`config.mk`:
```
export PLATFORM = sky130hd
export DESIGN_NAME = tri_idle_seq
export DESIGN_NICKNAME = d
export VERILOG_FILES = /design/src/rtl/tri_idle_seq.sv
export SDC_FILE = /design/constraint.sdc
export NUM_CORES = 1
export LEC_CHECK = 0
export CAP_MARGIN = 20
export CELL_PAD_IN_SITES_DETAIL_PLACEMENT = 0
export CELL_PAD_IN_SITES_GLOBAL_PLACEMENT = 1
export CORE_AREA = 8 8 45 47
export DETAILED_ROUTE_END_ITERATION = 8
export DIE_AREA = 0 0 53 55
export PLACE_DENSITY_LB_ADDON = 0.1
export SLEW_MARGIN = 5
export SYNTH_ARGS = -nofsm -noshare
export SYNTH_HDL_FRONTEND = slang
export SYNTH_SLANG_ARGS = --single-unit
```
`constraint.sdc`:
```
create_clock -name nclk -period 1.6 [get_ports nclk]
set_input_delay 0.24 -clock nclk [delete_from_list [all_inputs] [get_ports nclk]]
set_output_delay 0.24 -clock nclk [all_outputs]
set_load 0.005 [all_outputs]
```
`src/rtl/tri_idle_seq.sv`:
```
// Idle-qualified power-gating sequencer: per-lane idle counters feed a
// RUN -> REQ -> GATED -> WAKE handshake FSM that requests and releases gating.
module tri_idle_seq #(
  parameter int WIDTH     = 1,
  parameter int CNT_WIDTH = 4,
  parameter int THRESH    = 8
) (
  input  logic             nclk,
  input  logic             rst,
  input  logic             act,
  input  logic [0:WIDTH-1] idle_in,
  input  logic             gate_ack,
  input  logic             wake_ack,
  output logic [0:WIDTH-1] idle_q,
  output logic             gate_req,
  output logic             gated,
  output logic             wake_req,
  output logic [1:0]       state_dbg
);

  // Handshake: gate_req stays high until gate_ack is sampled in REQ (or a lane
  // goes busy first, aborting); wake_req stays high until wake_ack is sampled
  // in WAKE. Acks are only sampled on edges with act=1 in the matching state.
  typedef enum logic [1:0] {
    S_RUN   = 2'd0,
    S_REQ   = 2'd1,
    S_GATED = 2'd2,
    S_WAKE  = 2'd3
  } state_t;

  localparam logic [CNT_WIDTH-1:0] THRESH_C = CNT_WIDTH'(THRESH);

  state_t               state_q;
  state_t               state_d;
  logic [CNT_WIDTH-1:0] cnt [WIDTH];
  logic                 all_idle;
  logic                 any_busy;

  always_ff @(posedge nclk) begin
    if (rst) begin
      for (int i = 0; i < WIDTH; i++) cnt[i] <= '0;
    end else if (act) begin
      for (int i = 0; i < WIDTH; i++) begin
        if (!idle_in[i])          cnt[i] <= '0;
        else if (cnt[i] < THRESH_C) cnt[i] <= cnt[i] + 1'b1;
      end
    end
  end

  always_comb begin
    idle_q = '0;
    for (int i = 0; i < WIDTH; i++) idle_q[i] = (cnt[i] == THRESH_C);
  end

  assign all_idle = &idle_q;
  assign any_busy = ~&idle_in;

  always_ff @(posedge nclk) begin
    if (rst)      state_q <= S_RUN;
    else if (act) state_q <= state_d;
  end

  always_comb begin
    state_d = state_q;
    case (state_q)
      S_RUN:   if (all_idle) state_d = S_REQ;
      // A coincident ack wins over an abort.
      S_REQ: begin
        if (gate_ack)      state_d = S_GATED;
        else if (any_busy) state_d = S_RUN;
      end
      S_GATED: if (any_busy) state_d = S_WAKE;
      S_WAKE:  if (wake_ack) state_d = S_RUN;
      default: state_d = S_RUN;
    endcase
  end

  assign gate_req  = (state_q == S_REQ);
  assign gated     = (state_q == S_GATED);
  assign wake_req  = (state_q == S_WAKE);
  assign state_dbg = state_q;

endmodule

```
==> impl_metrics.ini <==
[die]
die_h_um = 55
fp.coreArea_sq_mm = 0.00138
io_pins = 12
die_w_um = 53
rows = 14
start_util_pct = 25.5
die-area_sq_mm = 0.00292

[critical_path]
cp.required_ns = 1.36
ff2ff_path_depth = 5
critical_path_class = reg -> out
worst_setup_path_start_kind = register
worstPathArrival_ns = 1.28
crit_fanout = 7
end_kind = primary output

[final_layout]
instances_no_fill = 72
diodes = 0
utilization_pct = 40.3
drive_gt1_share_pct = 28.6
syn_to_final_growth_pct = 58.2
final_nets = 65

[run]
maxCapViolations = 0

[logic_synthesis]
synth_seq_cells = 6
synth_area_leaders = edfxtp_1, dfxtp_1, ha_1
netlist_instances = 36
syn-num-nets = 44
yosys.cell_types.count = 20
syn-cell-area_sq_um = 353
synth-seq-area-share_pct = 45.4
synth_top_area_cell = edfxtp_1
synth_top_area_share_pct = 34.0
syn_avg_cell_area_sq_um = 9.80
yosys_warnings = 0

[timing]
hold_violations = 0
rsz0062_at_grt = false
max_freq_mhz = 657
fin_skew_ns = 0.00338
tightestPinTransition_ns = 0.215
setup_viol = 0
relSlewSlack_pct = 85.5
fin_setup_tns_ns = 0
period_share_pct = 95.1
slew_violations = 0
period_needed_ns = 1.52

[clocking]
clock_sinks = 6
clk_latency_ns = 0.24
numCtsBuffers = 3
root_buffer = clkbuf_4
cts_tree = done
htreeDepth = 1
cts_buffer_depth = 2
clkTransAtPathRegs_ns = 0.05
ctsHoldBuffers = 0

[worst_hold_path]
hold_depth = 2
hold_class = reg -> reg

[placement]
dp_cells = 66
dp_hpwl_um = 736
portBuffers = 11
finalWeightedCongestion = 0.696

[global_routing]
grt_pass1_vias = 358
grt_pass1_wl_um = 1560
grt_start_max_net_pins = 10
grt_usage_pct = 7.46
grt_overflow = 0
antenna_found_initial = 0

[routing]
drc_errors = 0
wl_per_cell_um = 13.0
routed_wl_um = 934
dr.pass1.iters = 3
via_count = 331
drt-initial-drc-count = 1
vias_per_cell = 4.60
postRouteAntennaNets = 0

[pwr]
finalPower_uw = 392
p_per_area_mw_per_mm2 = 703
ir_drop_uv = 399
power_leakage_nw = 0.222

[outcome]
status = completed
repair_timing:
item / in CTS / in global routing
endpoints found under the setup margin: 4 / 2
setup buffers: 1 / 1
gates resized for setup: 4 / 3
endpoints found under the hold margin: 0 / 0
worst max-delay path, cell delays in order, from the launching register on:
cell,delay [ns]
dfxtp_4,0.37
nor2b_2,0.16
clkdlybuf4s50_1,0.52
final cells by class:
type                            count  area, sq um
Tap cell                           16         20.0
Timing Repair Buffer               16          146
Clock buffer                        4         26.3
Multi-Input combinational cell     26          183
Inverter                            4         15.0
Fill cell                         149          826
Sequential cell                     6          168
power by group:
group / total (mW) / switching, mW / internal (mW) / leakage, nW
combinational: 0.0628 / 0.0246 / 0.0383 / 0.146
clock: 0.151 / 0.0568 / 0.0946 / 0.0150
sequential: 0.178 / 0.00682 / 0.171 / 0.0618
total: 0.392 / 0.0882 / 0.304 / 0.222
final timing paths:
kind                             start                        end  slack (ns)
min reg2reg  state_dbg[0]$_SDFFE_PP0P_  state_dbg[0]$_SDFFE_PP0P_        0.52
max          state_dbg[0]$_SDFFE_PP0P_                   gate_req        0.08
min          state_dbg[0]$_SDFFE_PP0P_  state_dbg[0]$_SDFFE_PP0P_        0.52
max reg2reg    cnt[0][0]$_SDFFCE_PN0P_    cnt[0][2]$_SDFFCE_PN0P_        0.30
kinds of logic (layout without fill, tap and decap cells):
logic type               count (synthesis)  count (layout)  synth area share, %
flip-flops                               6               6                 45.4
XOR/XNOR                                 1               1                 2.48
buffers and inverters                    4              24                 4.25
AO/OA/AOI/OAI                            5               5                 11.3
adder cells (fa/ha/maj)                  2               2                 7.09
AND/OR/NAND/NOR                         18              18                 29.4
through the flow:
step                      instance area, sq um  hold WS, ns  worst slack [ns]
after floorplan                            353        0.309             0.405
after global placement                     505        0.549            0.0144
after detailed placement                   505        0.558            0.0309
after CTS                                  543        0.521          0.000615
after global routing                       558        0.548           0.00247
final                                      558        0.524            0.0782
routing by layer:
metal	track usage, %	vias up	part of all wire (%)
li1	-	166	-
met1	5.83	155	35
met5	0	-	0
met3	4.01	2	8.4
met4	2.59	0	0.96
met2	15.0	8	55
synthesized netlist by cell type (all sizes together):
| cell | instances |
|---|---|
| nor2 | 6 |
| edfxtp | 4 |
| inv | 4 |
| nor2b | 3 |
| dfxtp | 2 |
| ha | 2 |
| nand2 | 2 |
| nand3 | 2 |
| a211o | 1 |
| a21o | 1 |
| a21oi | 1 |
| a32oi | 1 |
| and2 | 1 |
| nand2b | 1 |
| nand4bb | 1 |
| nor3b | 1 |
| o31ai | 1 |
| or4b | 1 |
| xnor2 | 1 |
cell usage in the layout (no fill, tap or decap):
master,netlist,layout
clkdlybuf4s50_1,0,10
nor2_1,6,6
buf_4,0,5
edfxtp_1,4,4
inv_1,3,3
clkbuf_4,0,3
nor2b_1,3,2
nand2_1,2,2
nand3_1,2,2
dfxtp_4,0,2
nor2b_2,0,1
and2_1,1,1
a21o_2,1,1
a32oi_1,1,1
nand4bb_1,1,1
nand2b_1,1,1
inv_2,1,1
a211o_2,1,1
nor3b_1,1,1
o31ai_1,1,1
a21oi_1,1,1
or4b_4,1,1
xnor2_1,1,1
ha_2,0,1
ha_1,2,1
clkbuf_1,0,1
dlygate4sd2_1,0,1
No activity file was read; power rests on OpenSTA's default activity.
